$ cat config.mk
export PLATFORM = sky130hd
export DESIGN_NAME = square_draw_arbiter
export DESIGN_NICKNAME = d
export VERILOG_FILES = /design/src/rtl/square_draw_pkg.sv /design/src/rtl/square_draw_arbiter_rr_arbiter.sv /design/src/rtl/square_draw_arbiter.sv
export SDC_FILE = /design/constraint.sdc
export NUM_CORES = 1
export LEC_CHECK = 0
export BUFFER_PORTS_ARGS = -buffer_cell sky130_fd_sc_hd__buf_2
export CAP_MARGIN = 20
export CORE_MARGIN = 5
export CORE_UTILIZATION = 51
export CTS_CLUSTER_DIAMETER = 40
export DETAILED_ROUTE_END_ITERATION = 6
export PLACE_DENSITY = 0.81
export SYNTH_ARGS = -nofsm -noshare
export SYNTH_HDL_FRONTEND = slang
export SYNTH_SLANG_ARGS = --single-unit
$ cat constraint.sdc
create_clock -name i_clk -period 2.3 [get_ports i_clk]
set_input_delay 0.46 -clock i_clk [delete_from_list [all_inputs] [get_ports i_clk]]
set_output_delay 0.46 -clock i_clk [all_outputs]
set_load 0.02 [all_outputs]
$ cat src/rtl/square_draw_pkg.sv
// ---------------------------------------------------------------------------
// square_draw_pkg
// Shared types, sizes and helpers for the 4x4 square draw arbiter.
//   - state_t       : sequencer states (ERASE exists only with SQUARE_MOVE_EN)
//   - SQ_SIDE/SQ_PIXELS, X_W/Y_W/COL_W, COLOUR_BLACK, CNT_W/CNT_LAST
//   - sq_x/sq_y     : pixel coordinate for a given raster index within a square
// Optional feature macro: SQUARE_MOVE_EN
// ---------------------------------------------------------------------------
package square_draw_pkg;

  localparam int SQ_SIDE   = 4;
  localparam int SQ_PIXELS = 16;
  localparam int X_W       = 8;
  localparam int Y_W       = 7;
  localparam int COL_W     = 3;
  localparam int CNT_W     = 4;

  localparam logic [COL_W-1:0] COLOUR_BLACK = 3'b000;
  localparam logic [CNT_W-1:0] CNT_LAST     = CNT_W'(SQ_PIXELS - 1);

  typedef enum logic [1:0] {
    S_IDLE  = 2'd0,
`ifdef SQUARE_MOVE_EN
    S_ERASE = 2'd1,
`endif
    S_DRAW  = 2'd2,
    S_DONE  = 2'd3
  } state_t;

  // Column offset is cnt[1:0]; the add wraps modulo 256 (no clipping).
  function automatic logic [X_W-1:0] sq_x(input logic [X_W-1:0] base,
                                          input logic [CNT_W-1:0] cnt);
    return base + {{(X_W-2){1'b0}}, cnt[1:0]};
  endfunction

  // Row offset is cnt[3:2]; the add wraps modulo 128 (no clipping).
  function automatic logic [Y_W-1:0] sq_y(input logic [Y_W-1:0] base,
                                          input logic [CNT_W-1:0] cnt);
    return base + {{(Y_W-2){1'b0}}, cnt[3:2]};
  endfunction

endpackage

$ cat src/rtl/square_draw_arbiter_rr_arbiter.sv
// ---------------------------------------------------------------------------
// rr_arbiter
// Combinational round-robin picker: the winner is the first asserted request
// found searching upward from i_ptr, wrapping past NUM_REQ-1 to 0.
// Ports:
//   i_req   [NUM_REQ]  request vector
//   i_ptr   [IDX_W]    index with highest priority this round
//   o_win   [IDX_W]    winning index (0 when none)
//   o_valid            at least one request asserted
// ---------------------------------------------------------------------------
module rr_arbiter #(
  parameter int NUM_REQ = 4,
  localparam int IDX_W  = (NUM_REQ > 1) ? $clog2(NUM_REQ) : 1
) (
  input  logic [NUM_REQ-1:0] i_req,
  input  logic [IDX_W-1:0]   i_ptr,
  output logic [IDX_W-1:0]   o_win,
  output logic               o_valid
);

  logic [IDX_W:0]   w_cand_sum [NUM_REQ];
  logic [IDX_W-1:0] w_cand_idx [NUM_REQ];
  logic [NUM_REQ-1:0] w_cand_req;

  // Candidate gi is the requester gi places above the pointer, taken mod NUM_REQ.
  for (genvar gi = 0; gi < NUM_REQ; gi++) begin : g_cand
    assign w_cand_sum[gi] = {1'b0, i_ptr} + (IDX_W+1)'(gi);
    assign w_cand_idx[gi] = (w_cand_sum[gi] >= (IDX_W+1)'(NUM_REQ))
                          ? IDX_W'(w_cand_sum[gi] - (IDX_W+1)'(NUM_REQ))
                          : w_cand_sum[gi][IDX_W-1:0];
    assign w_cand_req[gi] = i_req[w_cand_idx[gi]];
  end

  // Scan from the farthest candidate down so the nearest one wins last.
  always_comb begin
    o_win   = '0;
    o_valid = 1'b0;
    for (int k = NUM_REQ - 1; k >= 0; k--) begin
      if (w_cand_req[k]) begin
        o_win   = w_cand_idx[k];
        o_valid = 1'b1;
      end
    end
  end

endmodule

$ cat src/rtl/square_draw_arbiter.sv
// ---------------------------------------------------------------------------
// square_draw_arbiter
// Shares one 4x4-square pixel-write path to the VGA adapter between NUM_REQ
// requesters. A round-robin winner's operands are latched, 16 pixels are
// issued in raster order, then a done pulse returns to the winner.
// Optional feature macro: SQUARE_MOVE_EN -- adds old-coordinate ports and
// erases the old square to black before drawing the new one.
// Ports:
//   i_clk, i_reset (async, active-high)
//   i_req[N], i_req_x[N*8], i_req_y[N*7], i_req_colour[N*3]
//   i_req_old_x[N*8], i_req_old_y[N*7]   (SQUARE_MOVE_EN only)
//   o_grant[N], o_done[N]  one-hot single-cycle pulses
//   o_busy, o_x[8], o_y[7], o_colour[3], o_plot  (all registered)
// ---------------------------------------------------------------------------
module square_draw_arbiter
  import square_draw_pkg::*;
#(
  parameter int NUM_REQ = 4
) (
  input  logic                     i_clk,
  input  logic                     i_reset,
  input  logic [NUM_REQ-1:0]       i_req,
  input  logic [NUM_REQ*X_W-1:0]   i_req_x,
  input  logic [NUM_REQ*Y_W-1:0]   i_req_y,
  input  logic [NUM_REQ*COL_W-1:0] i_req_colour,
`ifdef SQUARE_MOVE_EN
  input  logic [NUM_REQ*X_W-1:0]   i_req_old_x,
  input  logic [NUM_REQ*Y_W-1:0]   i_req_old_y,
`endif
  output logic [NUM_REQ-1:0]       o_grant,
  output logic [NUM_REQ-1:0]       o_done,
  output logic                     o_busy,
  output logic [X_W-1:0]           o_x,
  output logic [Y_W-1:0]           o_y,
  output logic [COL_W-1:0]         o_colour,
  output logic                     o_plot
);

  localparam int IDX_W = (NUM_REQ > 1) ? $clog2(NUM_REQ) : 1;

  // Per-requester operand views of the packed input buses.
  logic [X_W-1:0]   w_req_x   [NUM_REQ];
  logic [Y_W-1:0]   w_req_y   [NUM_REQ];
  logic [COL_W-1:0] w_req_col [NUM_REQ];
`ifdef SQUARE_MOVE_EN
  logic [X_W-1:0]   w_req_ox  [NUM_REQ];
  logic [Y_W-1:0]   w_req_oy  [NUM_REQ];
`endif

  for (genvar gi = 0; gi < NUM_REQ; gi++) begin : g_unpack
    assign w_req_x[gi]   = i_req_x[gi*X_W +: X_W];
    assign w_req_y[gi]   = i_req_y[gi*Y_W +: Y_W];
    assign w_req_col[gi] = i_req_colour[gi*COL_W +: COL_W];
`ifdef SQUARE_MOVE_EN
    assign w_req_ox[gi]  = i_req_old_x[gi*X_W +: X_W];
    assign w_req_oy[gi]  = i_req_old_y[gi*Y_W +: Y_W];
`endif
  end

  // State and latched operands.
  state_t           r_state, w_state_next;
  logic [CNT_W-1:0] r_cnt, w_cnt_next, w_cnt_inc;
  logic [IDX_W-1:0] r_ptr, w_ptr_next;
  logic [IDX_W-1:0] r_win, w_win_next;
  logic [X_W-1:0]   r_bx, w_bx_next;
  logic [Y_W-1:0]   r_by, w_by_next;
  logic [COL_W-1:0] r_col, w_col_next;
`ifdef SQUARE_MOVE_EN
  logic [X_W-1:0]   r_ox, w_ox_next;
  logic [Y_W-1:0]   r_oy, w_oy_next;
`endif

  // Output registers: next values are computed one cycle ahead so every
  // output comes straight from a flop.
  logic [NUM_REQ-1:0] r_grant, w_grant_next;
  logic [NUM_REQ-1:0] r_done, w_done_next;
  logic               r_busy, w_busy_next;
  logic [X_W-1:0]     r_x, w_x_next;
  logic [Y_W-1:0]     r_y, w_y_next;
  logic [COL_W-1:0]   r_colour, w_colour_next;
  logic               r_plot, w_plot_next;

  logic [IDX_W-1:0] w_win;
  logic             w_valid;

  rr_arbiter #(.NUM_REQ(NUM_REQ)) u_rr_arbiter (
    .i_req   (i_req),
    .i_ptr   (r_ptr),
    .o_win   (w_win),
    .o_valid (w_valid)
  );

  assign w_cnt_inc = r_cnt + CNT_W'(1);

  always_comb begin
    w_state_next  = r_state;
    w_cnt_next    = r_cnt;
    w_ptr_next    = r_ptr;
    w_win_next    = r_win;
    w_bx_next     = r_bx;
    w_by_next     = r_by;
    w_col_next    = r_col;
`ifdef SQUARE_MOVE_EN
    w_ox_next     = r_ox;
    w_oy_next     = r_oy;
`endif
    w_x_next      = r_x;
    w_y_next      = r_y;
    w_colour_next = r_colour;
    w_plot_next   = 1'b0;
    w_grant_next  = '0;
    w_done_next   = '0;

    case (r_state)
      S_IDLE: begin
        if (w_valid) begin
          w_win_next          = w_win;
          w_bx_next           = w_req_x[w_win];
          w_by_next           = w_req_y[w_win];
          w_col_next          = w_req_col[w_win];
          w_cnt_next          = '0;
          w_grant_next[w_win] = 1'b1;
          // First pixel (offset 0,0) goes out alongside the grant.
          w_plot_next         = 1'b1;
`ifdef SQUARE_MOVE_EN
          w_ox_next           = w_req_ox[w_win];
          w_oy_next           = w_req_oy[w_win];
          w_x_next            = w_req_ox[w_win];
          w_y_next            = w_req_oy[w_win];
          w_colour_next       = COLOUR_BLACK;
          w_state_next        = S_ERASE;
`else
          w_x_next            = w_req_x[w_win];
          w_y_next            = w_req_y[w_win];
          w_colour_next       = w_req_col[w_win];
          w_state_next        = S_DRAW;
`endif
        end
      end
`ifdef SQUARE_MOVE_EN
      S_ERASE: begin
        w_plot_next = 1'b1;
        if (r_cnt == CNT_LAST) begin
          // Erase finished: chain straight into the first draw pixel.
          w_cnt_next    = '0;
          w_x_next      = r_bx;
          w_y_next      = r_by;
          w_colour_next = r_col;
          w_state_next  = S_DRAW;
        end else begin
          w_cnt_next    = w_cnt_inc;
          w_x_next      = sq_x(r_ox, w_cnt_inc);
          w_y_next      = sq_y(r_oy, w_cnt_inc);
          w_colour_next = COLOUR_BLACK;
        end
      end
`endif
      S_DRAW: begin
        if (r_cnt == CNT_LAST) begin
          w_cnt_next         = '0;
          w_done_next[r_win] = 1'b1;
          w_state_next       = S_DONE;
        end else begin
          w_cnt_next    = w_cnt_inc;
          w_plot_next   = 1'b1;
          w_x_next      = sq_x(r_bx, w_cnt_inc);
          w_y_next      = sq_y(r_by, w_cnt_inc);
          w_colour_next = r_col;
        end
      end
      S_DONE: begin
        // Next round starts searching just above this winner.
        w_ptr_next   = (r_win == IDX_W'(NUM_REQ - 1)) ? '0 : r_win + IDX_W'(1);
        w_state_next = S_IDLE;
      end
      default: w_state_next = S_IDLE;
    endcase

    w_busy_next = (w_state_next != S_IDLE);
  end

  always_ff @(posedge i_clk or posedge i_reset) begin
    if (i_reset) begin
      r_state  <= S_IDLE;
      r_cnt    <= '0;
      r_ptr    <= '0;
      r_win    <= '0;
      r_bx     <= '0;
      r_by     <= '0;
      r_col    <= '0;
`ifdef SQUARE_MOVE_EN
      r_ox     <= '0;
      r_oy     <= '0;
`endif
      r_grant  <= '0;
      r_done   <= '0;
      r_busy   <= 1'b0;
      r_x      <= '0;
      r_y      <= '0;
      r_colour <= '0;
      r_plot   <= 1'b0;
    end else begin
      r_state  <= w_state_next;
      r_cnt    <= w_cnt_next;
      r_ptr    <= w_ptr_next;
      r_win    <= w_win_next;
      r_bx     <= w_bx_next;
      r_by     <= w_by_next;
      r_col    <= w_col_next;
`ifdef SQUARE_MOVE_EN
      r_ox     <= w_ox_next;
      r_oy     <= w_oy_next;
`endif
      r_grant  <= w_grant_next;
      r_done   <= w_done_next;
      r_busy   <= w_busy_next;
      r_x      <= w_x_next;
      r_y      <= w_y_next;
      r_colour <= w_colour_next;
      r_plot   <= w_plot_next;
    end
  end

  assign o_grant  = r_grant;
  assign o_done   = r_done;
  assign o_busy   = r_busy;
  assign o_x      = r_x;
  assign o_y      = r_y;
  assign o_colour = r_colour;
  assign o_plot   = r_plot;

endmodule

==> flow_summary.html <==
<table>
<tr><th>Metric</th><th>Value</th></tr>
<tr><th colspan="2">Power and ir drop</th></tr>
<tr><td>Leakage</td><td>roughly 2.0 nW</td></tr>
<tr><td>Peak VDD IR</td><td>slightly above 900 µV</td></tr>
<tr><td>Cell area power density</td><td>1270 nW/µm²</td></tr>
<tr><td>Overall power consumption</td><td>5.08 mW</td></tr>
<tr><th colspan="2">Yosys</th></tr>
<tr><td>Dominant cell type by area after synthesis</td><td>sky130_fd_sc_hd__dfrtp_1</td></tr>
<tr><td>Fraction of the mapped netlist area in compound gates</td><td>approximately 20%</td></tr>
<tr><td>Most common library cells after synthesis</td><td>sky130_fd_sc_hd__nand2_1, sky130_fd_sc_hd__dfrtp_1, sky130_fd_sc_hd__inv_1, sky130_fd_sc_hd__o211ai_1, sky130_fd_sc_hd__o21ai_0</td></tr>
<tr><td>Post-synthesis share of cell area spent on and, or, nand and nor gates</td><td>between 15 and 20%</td></tr>
<tr><td>Combined area of all synthesized cells</td><td>~3200 µm²</td></tr>
<tr><td>Number of synthesis warnings</td><td>0</td></tr>
<tr><td>Sequential area share after synthesis</td><td>44.0%</td></tr>
<tr><td>Largest family of logic cells by synthesized area</td><td>compound AO/OA/AOI/OAI gates</td></tr>
<tr><td>EDFF count, synth</td><td>0</td></tr>
<tr><td>Share of the synthesized netlist area taken by xor and xnor gates</td><td>around 3.6%</td></tr>
<tr><td>Gate count of the mapped netlist</td><td>~330</td></tr>
<tr><td>Share of flip-flops with an asynchronous set or reset</td><td>100%</td></tr>
<tr><td>Most used DFF post-synth</td><td>sky130_fd_sc_hd__dfrtp_1</td></tr>
<tr><td>Number of different library cells in the post-synthesis netlist</td><td>43</td></tr>
<tr><td>Adder-cell area share of the yosys netlist</td><td>around 4.8%</td></tr>
<tr><td>Mux cell area share after synthesis</td><td>~7.1%</td></tr>
<tr><td>Share of the synthesized area in the top cell type</td><td>between 40% and 50%</td></tr>
<tr><td>Number of register bits inferred by synthesis</td><td>56</td></tr>
<tr><td>Nets in the synthesized netlist</td><td>420</td></tr>
<tr><td>Cell with the most instances after synthesis</td><td>sky130_fd_sc_hd__nand2_1</td></tr>
<tr><td>Area contributors post-synth</td><td>sky130_fd_sc_hd__dfrtp_1, sky130_fd_sc_hd__nand2_1, sky130_fd_sc_hd__o211ai_1</td></tr>
<tr><td>Per-instance average area after synthesis</td><td>between 9 and 10 µm²</td></tr>
<tr><th colspan="2">STA</th></tr>
<tr><td>Max-slew violation count</td><td>0</td></tr>
<tr><td>Sum Neg Setup Slack</td><td>0 ns</td></tr>
<tr><td>Count of endpoints failing setup in the final report</td><td>0</td></tr>
<tr><td>Fmax</td><td>roughly 0.47 GHz</td></tr>
<tr><td>Remaining max-slew budget at the tightest pin</td><td>between 60 and 70%</td></tr>
<tr><td>Final Hold Violating Endpoints</td><td>0</td></tr>
<tr><td>Setup repair after global routing missed its margin</td><td>false</td></tr>
<tr><td>Clk_skew</td><td>approximately 0.013 ns</td></tr>
<tr><td>Post-layout min period</td><td>between 2 and 2.5 ns</td></tr>
<tr><td>Ratio of final minimum period to clock period</td><td>between 90 and 100%</td></tr>
<tr><td>Slew @ Worst Pin</td><td>around 0.46 ns</td></tr>
<tr><th colspan="2">Drt</th></tr>
<tr><td>Vias/cell</td><td>between 5 and 6</td></tr>
<tr><td>Total detailed-routing wirelength</td><td>9.01 mm</td></tr>
<tr><td>Total DRC errors in the routed layout</td><td>0</td></tr>
<tr><td>Routed via count</td><td>slightly below 3000</td></tr>
<tr><td>Number of nets still failing antenna checks after routing</td><td>0</td></tr>
<tr><td>DR pass1 iterations</td><td>4</td></tr>
<tr><td>Average routed wire per standard cell</td><td>about 17 µm</td></tr>
<tr><td>Violation count after the first detailed-routing iteration</td><td>150</td></tr>
<tr><th colspan="2">GRT</th></tr>
<tr><td>Pin count of the biggest net entering global routing</td><td>40</td></tr>
<tr><td>Initial antenna violation count</td><td>0</td></tr>
<tr><td>Number of global-route vias before repair</td><td>roughly 3200</td></tr>
<tr><td>Global-route wire length before repair</td><td>14.6 mm</td></tr>
<tr><td>Total gr overflow</td><td>0</td></tr>
<tr><td>All-Layer GR Usage</td><td>24.0%</td></tr>
<tr><th colspan="2">Floorplan</th></tr>
<tr><td>Die boundary height</td><td>89.0 µm</td></tr>
<tr><td>Overall die width</td><td>89.0 µm</td></tr>
<tr><td>Floorplan Core Area</td><td>roughly 6000 µm²</td></tr>
<tr><td>Die Area</td><td>a little under 8000 µm²</td></tr>
<tr><td>Std cell rows</td><td>28</td></tr>
<tr><td>Number of I/O pins</td><td>106</td></tr>
<tr><td>Starting density of the core</td><td>53.2%</td></tr>
<tr><th colspan="2">Clock network</th></tr>
<tr><td>CTS-repair resized insts</td><td>0</td></tr>
<tr><td>Clock-pin slew on the worst setup and hold paths</td><td>0.11 ns</td></tr>
<tr><td>Buffer cell driving the clock tree root</td><td>sky130_fd_sc_hd__clkbuf_8</td></tr>
<tr><td># H-tree levels</td><td>2</td></tr>
<tr><td>CTS max path bufs</td><td>2</td></tr>
<tr><td>Number of CTS-inserted buffers</td><td>5</td></tr>
<tr><td>Count of buffers added by post-CTS timing repair for setup</td><td>0</td></tr>
<tr><td>Post-CTS Hold Fix Bufs</td><td>0</td></tr>
<tr><td>Clock Sinks</td><td>56</td></tr>
<tr><td>Clock network latency to the later pin of the worst-skew pair</td><td>~0.33 ns</td></tr>
<tr><td>CTS tree</td><td>done</td></tr>
<tr><th colspan="2">Outcome</th></tr>
<tr><td>Run status</td><td>finished, final reports clean</td></tr>
<tr><th colspan="2">Setup path</th></tr>
<tr><td>Worst flop-to-flop path endpoint</td><td>o_y[6]$_DFFE_PP0P_</td></tr>
<tr><td>Internal reg-to-reg setup slack</td><td>approximately 0.15 ns</td></tr>
<tr><td>Critical path peak fanout</td><td>5</td></tr>
<tr><td>R2R Path Start</td><td>r_cnt[0]$_DFFE_PP0P_</td></tr>
<tr><td>Endpoint class of the critical path</td><td>register</td></tr>
<tr><td>WS Path Type</td><td>register to register</td></tr>
<tr><td>Path depth of the worst reg2reg path</td><td>9</td></tr>
<tr><td>Arrival time of data at the critical path endpoint</td><td>2.39 ns</td></tr>
<tr><td>Kind of start point of the critical path</td><td>register</td></tr>
<tr><td>Worst endpoint required time</td><td>between 2 and 3 ns</td></tr>
<tr><th colspan="2">Placed design</th></tr>
<tr><td>Gpl congestion</td><td>approximately 0.9</td></tr>
<tr><td>Final HPWL DP</td><td>~7 mm</td></tr>
<tr><td>PortBufs</td><td>105</td></tr>
<tr><th colspan="2">Hold path</th></tr>
<tr><td>Path category of the worst min-delay check</td><td>input port to async pin</td></tr>
<tr><th colspan="2">Finish</th></tr>
<tr><td>Layout net count</td><td>about 530</td></tr>
<tr><td>Proportion of layout cells with a drive suffix above 1</td><td>35.1%</td></tr>
<tr><td>Antenna Diode Count</td><td>0</td></tr>
<tr><td>Area grow syn2layout</td><td>25.5%</td></tr>
<tr><th colspan="2">Flow run</th></tr>
<tr><td>Max_cap viols</td><td>0</td></tr>
</table>
[where the power goes]
part	leakage, nW	internal, mW	total (mW)	switching, mW
clock	0.0463	0.225	0.582	0.358
combinational	1.25	1.14	2.72	1.57
sequential	0.679	1.43	1.78	0.355
total	1.98	2.79	5.08	2.29
[critical path: stages, from the launching register on]
cell and delay, ns:
sky130_fd_sc_hd__dfrtp_1 0.43, sky130_fd_sc_hd__ha_2 0.24, sky130_fd_sc_hd__xor2_1 0.16, sky130_fd_sc_hd__ha_1 0.19
sky130_fd_sc_hd__inv_1 0.05, sky130_fd_sc_hd__fa_1 0.41, sky130_fd_sc_hd__nor2_2 0.17, sky130_fd_sc_hd__nand3_1 0.11
sky130_fd_sc_hd__xor2_1 0.15, sky130_fd_sc_hd__o211ai_1 0.15
[kinds of logic (layout without fill, tap and decap cells)]
kind of cell / after synthesis / count (layout)
flip-flops: 56 / 56
XOR/XNOR: 13 / 13
adder cells (fa/ha/maj): 11 / 11
AO/OA/AOI/OAI: 85 / 85
multiplexers: 20 / 20
AND/OR/NAND/NOR: 105 / 105
buffers and inverters: 41 / 154
[stage by stage]
stage               instances  setup WS, ns  cell area [µm²]  utilization, %  hold slack (ns)
global route              519        0.0220             4000            66.7            0.166
finish                    519         0.151             4000            66.7            0.136
floorplan                 331         0.296             3190               -            0.446
global placement          511        0.0806             3890            64.9            0.467
detailed placement        511        0.0401             3890            64.9            0.482
CTS                       519        0.0610             3990            66.5            0.146
[placed cells by master, fill, tap and decap left out, drive strengths merged]
cell      count
nor2         10
a22o          1
nand4         1
nor4          1
mux2         11
a211o         8
nor3          6
nand2b        2
mux2i         9
inv          25
a21oi         6
nand3        14
nor2b         3
a21o          1
or2           2
ha            9
xor2         10
or3           1
clkinv        1
o21a          8
a211oi        8
o21ai        19
clkinvlp      1
and4          1
nor3b         1
clkbuf        5
dfrtp        56
o31ai         1
buf         122
and2          5
o211ai       27
a311oi        1
fa            2
o311ai        5
nand2        58
xnor2         3
[area by class of cell]
class / count / area (µm²)
fillers: 505 / 1990
multi-input cells: 234 / 1630
flip-flops and latches: 56 / 1400
repair buffers: 122 / 691
well taps: 75 / 93.8
inverters: 24 / 90.1
clock buffers: 5 / 68.8
clock inverters: 3 / 27.5
[flip-flops by register name (all words and copies together) (netlist names)]
name      flops
o_busy        1
o_colour      3
o_done        4
o_grant       4
o_plot        1
o_x           8
o_y           7
r_bx          8
r_by          7
r_cnt         4
r_col         3
r_ptr         2
r_state       2
r_win         2
[worst max path at each step]
stage | endpoint | cells after the start | from
after CTS | o_y[6]$_DFFE_PP0P_ | 9 | r_cnt[0]$_DFFE_PP0P_
after detailed placement | o_x[2]$_DFFE_PP0P_ | 8 | i_req[2]
after global routing | o_y[6]$_DFFE_PP0P_ | 9 | r_cnt[0]$_DFFE_PP0P_
after global placement | o_x[2]$_DFFE_PP0P_ | 8 | i_req[2]
final | o_y[6]$_DFFE_PP0P_ | 9 | r_cnt[0]$_DFFE_PP0P_
after floorplan | o_y[6]$_DFFE_PP0P_ | 9 | r_cnt[0]$_DFFE_PP0P_
[routing by layer]
layer / vias to the layer above / part of all wire (%) / routed length (µm) / track usage (%)
met5: - / 0 / 0 / 0
met4: 0 / 2.7 / 244 / 8.66
met3: 24 / 5.9 / 535 / 3.50
met2: 110 / 51 / 4620 / 42.7
met1: 1409 / 40 / 3610 / 29.8
li1: 1385 / - / - / -
No activity file was read; power rests on OpenSTA's default activity.
